### src/rtl/hilo_muldiv_ctrl_if.sv
// Issue / result port bundle between the decode pipe and the mul/div sequencer.
interface hilo_muldiv_ctrl_if #(
   parameter int XLEN = 32
);
   logic            start;
   logic [1:0]      op;
   logic [XLEN-1:0] a;
   logic [XLEN-1:0] b;
   logic            flush;
   logic            hilo_access;
   logic            busy;
   logic            stall;
   logic            hilo_we;
   logic [XLEN-1:0] hi_out;
   logic [XLEN-1:0] lo_out;
   logic            done;
   logic            div_zero;

   modport master (
      output start, op, a, b, flush, hilo_access,
      input  busy, stall, hilo_we, hi_out, lo_out, done, div_zero
   );

   modport slave (
      input  start, op, a, b, flush, hilo_access,
      output busy, stall, hilo_we, hi_out, lo_out, done, div_zero
   );
endinterface

### src/rtl/hilo_muldiv_ctrl.sv
// Multi-cycle MULT/MULTU/DIV/DIVU sequencer feeding the HI/LO write port.
// Operands are reduced to magnitudes at issue, iterated one bit per cycle,
// and the sign fix-up is folded into the final CALC cycle.
module hilo_muldiv_ctrl #(
   parameter int XLEN = 32
) (
   input logic               clk,
   input logic               rst,
   hilo_muldiv_ctrl_if.slave bus
);
   localparam int CW = $clog2(XLEN);
   localparam logic [CW-1:0] LAST = CW'(XLEN - 1);

   typedef enum logic [1:0] {IDLE, CALC, DONE} state_t;

   state_t            state, state_nx;
   logic [CW-1:0]     cnt;
   logic              is_div, sa, sb, dz;
   logic [XLEN-1:0]   a_r, mag_a, mag_b, quo, rem;
   logic [2*XLEN-1:0] prod;

   // issue-time operand conditioning
   logic              sgn_op, sa_in, sb_in;
   logic [XLEN-1:0]   mag_a_in, mag_b_in;

   assign sgn_op   = ~bus.op[0];
   assign sa_in    = sgn_op & bus.a[XLEN-1];
   assign sb_in    = sgn_op & bus.b[XLEN-1];
   assign mag_a_in = sa_in ? -bus.a : bus.a;
   assign mag_b_in = sb_in ? -bus.b : bus.b;

   // one shift-add step: multiplier rides in the low half of prod, LSB-first
   logic [XLEN:0]     add_sum;
   logic [2*XLEN-1:0] prod_nx;

   assign add_sum = {1'b0, prod[2*XLEN-1:XLEN]} + (prod[0] ? {1'b0, mag_a} : '0);
   assign prod_nx = {add_sum, prod[XLEN-1:1]};

   // one restoring-divide step: dividend bits shift out of quo MSB-first.
   // rem_sh fits in 33 bits; when rem_sh >= mag_b the 33-bit difference is
   // below mag_b so its top bit is clear, otherwise it wraps negative.
   logic [XLEN:0]     rem_sh, rem_sub;
   logic              rem_ge;
   logic [XLEN-1:0]   rem_nx, quo_nx;

   assign rem_sh  = {rem, quo[XLEN-1]};
   assign rem_sub = rem_sh - {1'b0, mag_b};
   assign rem_ge  = ~rem_sub[XLEN];
   assign rem_nx  = rem_ge ? rem_sub[XLEN-1:0] : rem_sh[XLEN-1:0];
   assign quo_nx  = {quo[XLEN-2:0], rem_ge};

   // sign fix-up on the final step's results (truncation toward zero)
   logic [2*XLEN-1:0] prod_s;
   logic [XLEN-1:0]   quo_s, rem_s;

   assign prod_s = (sa ^ sb) ? -prod_nx : prod_nx;
   assign quo_s  = (sa ^ sb) ? -quo_nx  : quo_nx;
   assign rem_s  = sa ? -rem_nx : rem_nx;

   // state register
   always_ff @(posedge clk) begin
      if (rst) state <= IDLE;
      else     state <= state_nx;
   end

   // next-state: flush only matters in CALC; DONE always commits
   always_comb begin
      state_nx = state;
      case (state)
         IDLE: if (bus.start) state_nx = CALC;
         CALC: begin
            if (bus.flush)        state_nx = IDLE;
            else if (cnt == LAST) state_nx = DONE;
         end
         DONE:    state_nx = IDLE;
         default: state_nx = IDLE;
      endcase
   end

   // datapath: latch on issue, iterate in CALC, load result on the last step
   always_ff @(posedge clk) begin
      if (rst) begin
         cnt         <= '0;
         is_div      <= 1'b0;
         sa          <= 1'b0;
         sb          <= 1'b0;
         dz          <= 1'b0;
         a_r         <= '0;
         mag_a       <= '0;
         mag_b       <= '0;
         quo         <= '0;
         rem         <= '0;
         prod        <= '0;
         bus.hi_out  <= '0;
         bus.lo_out  <= '0;
      end else begin
         case (state)
            IDLE: if (bus.start) begin
               cnt    <= '0;
               is_div <= bus.op[1];
               sa     <= sa_in;
               sb     <= sb_in;
               dz     <= bus.op[1] & (bus.b == '0);
               a_r    <= bus.a;
               mag_a  <= mag_a_in;
               mag_b  <= mag_b_in;
               quo    <= mag_a_in;
               rem    <= '0;
               prod   <= {{XLEN{1'b0}}, mag_b_in};
            end
            CALC: if (!bus.flush) begin
               cnt  <= cnt + 1'b1;
               prod <= prod_nx;
               quo  <= quo_nx;
               rem  <= rem_nx;
               if (cnt == LAST) begin
                  if (!is_div) begin
                     {bus.hi_out, bus.lo_out} <= prod_s;
                  end else if (dz) begin
                     bus.hi_out <= a_r;
                     bus.lo_out <= '1;
                  end else begin
                     bus.hi_out <= rem_s;
                     bus.lo_out <= quo_s;
                  end
               end
            end
            default: ;
         endcase
      end
   end

   assign bus.busy     = (state != IDLE);
   assign bus.stall    = bus.busy & bus.hilo_access;
   assign bus.hilo_we  = (state == DONE);
   assign bus.done     = (state == DONE);
   assign bus.div_zero = (state == DONE) & dz;
endmodule

### src/flat_wrapper.sv
// flat-port wrapper written by rule: the top's interface ports become plain ports
module hilo_muldiv_ctrl_flat 
#(
   parameter int XLEN = 32
)
  (clk, rst, bus_start, bus_op, bus_a, bus_b, bus_flush, bus_hilo_access, bus_busy, bus_stall, bus_hilo_we, bus_hi_out, bus_lo_out, bus_done, bus_div_zero);
  hilo_muldiv_ctrl_if #(.XLEN(XLEN)) bus_i ();
  input logic clk;
  input logic rst;
  input wire logic [$bits(bus_i.start)-1:0] bus_start;
  input wire logic [$bits(bus_i.op)-1:0] bus_op;
  input wire logic [$bits(bus_i.a)-1:0] bus_a;
  input wire logic [$bits(bus_i.b)-1:0] bus_b;
  input wire logic [$bits(bus_i.flush)-1:0] bus_flush;
  input wire logic [$bits(bus_i.hilo_access)-1:0] bus_hilo_access;
  output wire logic [$bits(bus_i.busy)-1:0] bus_busy;
  output wire logic [$bits(bus_i.stall)-1:0] bus_stall;
  output wire logic [$bits(bus_i.hilo_we)-1:0] bus_hilo_we;
  output wire logic [$bits(bus_i.hi_out)-1:0] bus_hi_out;
  output wire logic [$bits(bus_i.lo_out)-1:0] bus_lo_out;
  output wire logic [$bits(bus_i.done)-1:0] bus_done;
  output wire logic [$bits(bus_i.div_zero)-1:0] bus_div_zero;
  assign bus_i.start = bus_start;
  assign bus_i.op = bus_op;
  assign bus_i.a = bus_a;
  assign bus_i.b = bus_b;
  assign bus_i.flush = bus_flush;
  assign bus_i.hilo_access = bus_hilo_access;
  assign bus_busy = bus_i.busy;
  assign bus_stall = bus_i.stall;
  assign bus_hilo_we = bus_i.hilo_we;
  assign bus_hi_out = bus_i.hi_out;
  assign bus_lo_out = bus_i.lo_out;
  assign bus_done = bus_i.done;
  assign bus_div_zero = bus_i.div_zero;
  hilo_muldiv_ctrl #(.XLEN(XLEN)) u_core (.clk(clk), .rst(rst), .bus(bus_i));
endmodule
### config.mk
export PLATFORM = sky130hd
export DESIGN_NAME = hilo_muldiv_ctrl_flat
export DESIGN_NICKNAME = d
export VERILOG_FILES = /design/src/rtl/hilo_muldiv_ctrl_if.sv /design/src/rtl/hilo_muldiv_ctrl.sv /design/src/flat_wrapper.sv
export SDC_FILE = /design/constraint.sdc
export NUM_CORES = 1
export LEC_CHECK = 0
export CAP_MARGIN = 10
export CORE_MARGIN = 8
export CORE_UTILIZATION = 45
export DETAILED_ROUTE_END_ITERATION = 6
export PLACE_DENSITY = 0.62
export SKIP_CTS_REPAIR_TIMING = 1
export SYNTH_ARGS = -nofsm -noshare
export SYNTH_HDL_FRONTEND = slang
export SYNTH_SLANG_ARGS = --single-unit
### constraint.sdc
create_clock -name clk -period 13.4 [get_ports clk]
set_input_delay 2.01 -clock clk [delete_from_list [all_inputs] [get_ports clk]]
set_output_delay 2.01 -clock clk [all_outputs]
set_load 0.05 [all_outputs]
==> results.sh <==
export IMPL_status="completed"
export IMPL_p_int_uw=1720
export IMPL_syn_avg_cell_area_um2=7.38
export IMPL_die_area_um2=52100
export IMPL_dp_hpwl_um=59000
export IMPL_synthCells=2746
export IMPL_worstRegToRegCells=21
export IMPL_numCtsBuffers=37
export IMPL_critPathKind="reg2reg"
export IMPL_drive_gt1_frac=0.0457
export IMPL_hp_start="u_core.mag_a[13]"
export IMPL_hold_viol=0
export IMPL_htree_levels=2
export IMPL_cts_root_buf="clkbuf_16"
export IMPL_globalRoute_busiestLayer="met2"
export IMPL_hold_class="reg2reg"
export IMPL_worst_setup_path_start_kind="flop"
export IMPL_ff2ff_setup_slack_ns=7.86
export IMPL_syn_area_um2=20300
export IMPL_track_usage=0.285
export IMPL_routed_wl_um=78300
export IMPL_crit_arrival_ns=5.94
export IMPL_antenna_found_initial=1
export IMPL_fin_ws_ns=7.86
export IMPL_cts_sinks=298
export IMPL_std_cell_rows=77
export IMPL_die_h_um=228
export IMPL_seqPwrFrac=0.393
export IMPL_end_kind="flop"
export IMPL_setup_viol=0
export IMPL_comb_power_share=0.190
export IMPL_use_met3=0.0489
export IMPL_grt_overflow=0
export IMPL_clk_latency_ns=0.56
export IMPL_fillCellCount=4412
export IMPL_ys_ff_latch=298
export IMPL_setup_worst_path_start="u_core.quo[31]"
export IMPL_synth_edf_count=0
export IMPL_post_drt_wl_per_cell_um=23.2
export IMPL_via_count=20800
export IMPL_period_share=0.413
export IMPL_yosysMostFrequentCell="nor2_1"
export IMPL_grt_max_degree=125
export IMPL_peakVddDrop_v=0.000106
export IMPL_p_sw_uw=776
export IMPL_whs_ns=0.445
export IMPL_finalSetupTns_ns=0
export IMPL_finalClockSkew_ns=0.0129
export IMPL_tightest_slew_ns=1.16
export IMPL_finalWeightedCongestion=1.00
export IMPL_ios=140
export IMPL_use_met1=0.398
export IMPL_drv_cap=0
export IMPL_switching_share=0.311
export IMPL_synthDistinctLibCells=92
export IMPL_fmax_mhz=181
export IMPL_reg2reg_to="u_core.bus.hi_out[30]"
export IMPL_start_util=0.457
export IMPL_clkTransAtPathRegs_ns=0.06
export IMPL_firstDrtPassIters=5
export IMPL_fin_nets=2899
export IMPL_clockPowerShare=0.418
export IMPL_fin_util=0.522
export IMPL_yosysTopAreaCellShare=0.294
export IMPL_min_period_ns=5.54
export IMPL_port_buffers=139
export IMPL_synthToLayoutAreaGrowth_pct=14.1
export IMPL_clock_path_buffers=3
export IMPL_rsz0062_at_grt="no"
export IMPL_ys_top_cells_by_count="395 x nor2_1, 334 x a21oi_1, 298 x dfxtp_1, 283 x nand2_1, 154 x clkbuf_1"
export IMPL_synth_seq_area_share=0.294
export IMPL_crit_reg2reg_launch="u_core.quo[31]"
export IMPL_cts_tree="yes"
export IMPL_async_reset_ff_frac=0
export IMPL_syn_num_nets=2890
export IMPL_via_per_inst=6.17
export IMPL_holdPathEnd="u_core.mag_a[13]"
export IMPL_grt_pass1_vias=19300
export IMPL_yosysWarnings=0
export IMPL_hold_depth=2
export IMPL_synth_flop_cell="dfxtp_1"
export IMPL_crit_fanout=33
export IMPL_p_leak_uw=0.00875
export IMPL_totalPowerFinal_uw=2490
export IMPL_drc=0
export IMPL_dp_slack_ns=7.81
export IMPL_yosysTopAreaCell="dfxtp_1"
export IMPL_grt_pass1_wl_um=118000
export IMPL_synth_area_top_cells="dfxtp_1 29%, a21oi_1 8.2%, nor2_1 7.3%"
export IMPL_power_density_nw_per_um2=108
export IMPL_finalMaxSlewViolations=0
export IMPL_cp_required_ns=13.80
export IMPL_use_met2=0.447
export IMPL_die_width_um=228
export IMPL_first_iter_violations=1921
export IMPL_core_area_um2=44300
export IMPL_relSlewSlack=0.226
export IMPL_postRouteAntennaNets=0
## routing by layer
metal / wire length, um / up-vias
met4: 2190 / 0
met3: 5490 / 122
met5: 0 / -
met2: 34700 / 772
met1: 36000 / 10000
li1: - / 9857
## kinds of logic (layout without fill, tap and decap cells)
group | after synthesis | after routing | share of synthesized area
simple gates | 992 | 992 | 0.222
buf+inv | 269 | 302 | 0.0515
flops | 298 | 298 | 0.294
compound gates | 868 | 868 | 0.278
xor+xnor | 222 | 222 | 0.0959
fa+ha+maj | 73 | 73 | 0.0458
other cells | 0 | 1 | 0
mux | 24 | 24 | 0.0121
## worst max path at each step
stage	to	slack (ns)	depth (start not counted)
after floorplan	u_core.bus.hi_out[30]	8.53	23
after global placement	u_core.prod[47]	7.90	8
after detailed placement	u_core.prod[62]	7.81	8
after CTS	u_core.bus.hi_out[30]	7.97	21
after global routing	u_core.bus.hi_out[30]	7.50	19
final	u_core.bus.hi_out[30]	7.86	21
## area by class of cell
class	count	area (um2)	share of cell area
Antenna cell	1	2.50	0.000108
Clock buffer	52	1060	0.0459
Clock inverter	11	181	0.00785
Inverter	76	285	0.0123
Multi-Input combinational cell	2179	13300	0.576
Sequential cell	298	5970	0.258
Tap cell	592	741	0.0320
Timing Repair Buffer	163	1580	0.0682
## placed cells by master (no fill, tap or decap), types with 26 or more instances in the layout
cell and count:
inv_1 76, o211ai_1 31, o21ai_0 94, o31ai_1 27
nor2_1 393, clkdlybuf4s50_1 138, dfxtp_1 297, o221ai_1 30
nor3_1 68, clkbuf_16 37, nand4_1 27, xor2_1 98
ha_1 71, nand3_1 26, a21oi_1 334, xnor2_1 122
a211oi_1 91, and2_1 56, a31oi_1 32, nand2_1 281
a22oi_1 65
## stage by stage
step	cell area (um2)	cells
after global routing	23100	3371
after detailed placement	21900	3308
after global placement	21900	3308
final	23100	3372
after CTS	23100	3371
after floorplan	20300	2746
## sequential cells by signal (all words and copies together), names as in the netlist
name / flops
u_core.a_r: 31
u_core.bus.hi_out: 32
u_core.bus.lo_out: 32
u_core.cnt: 5
u_core.dz: 1
u_core.is_div: 1
u_core.mag_a: 32
u_core.mag_b: 32
u_core.prod: 64
u_core.quo: 32
u_core.rem: 32
u_core.sa: 1
u_core.sb: 1
u_core.state: 2
## power by group through the flow
stage          Clock (uW)  Combinational [uW]  Sequential, uW
6_report             1040                 473             978
5_1_grt              1090                 514             982
4_1_cts              1060                 465             977
3_5_place_dp            0                 463             996
3_3_place_gp            0                 461             994
2_1_floorplan           0                 321             970
## critical path, cell delays in order, from the launching register on
cell and delay (ns):
dfxtp_1 0.38, inv_1 0.07, ha_1 0.22, fa_1 0.41
nor2b_1 0.22, o311a_1 0.30, o211ai_2 0.16, a211o_1 0.31
o211a_2 0.28, inv_1 0.10, buf_4 0.34, nor2_1 0.08
a21oi_1 0.24, ha_1 0.26, nand3_1 0.11, nor4_1 0.52
and4b_1 0.29, o2111ai_1 0.27, o31ai_1 0.33, xor2_1 0.21
o221a_1 0.20, nor3_1 0.04
Note: power is estimated with default switching activity, not from simulation.
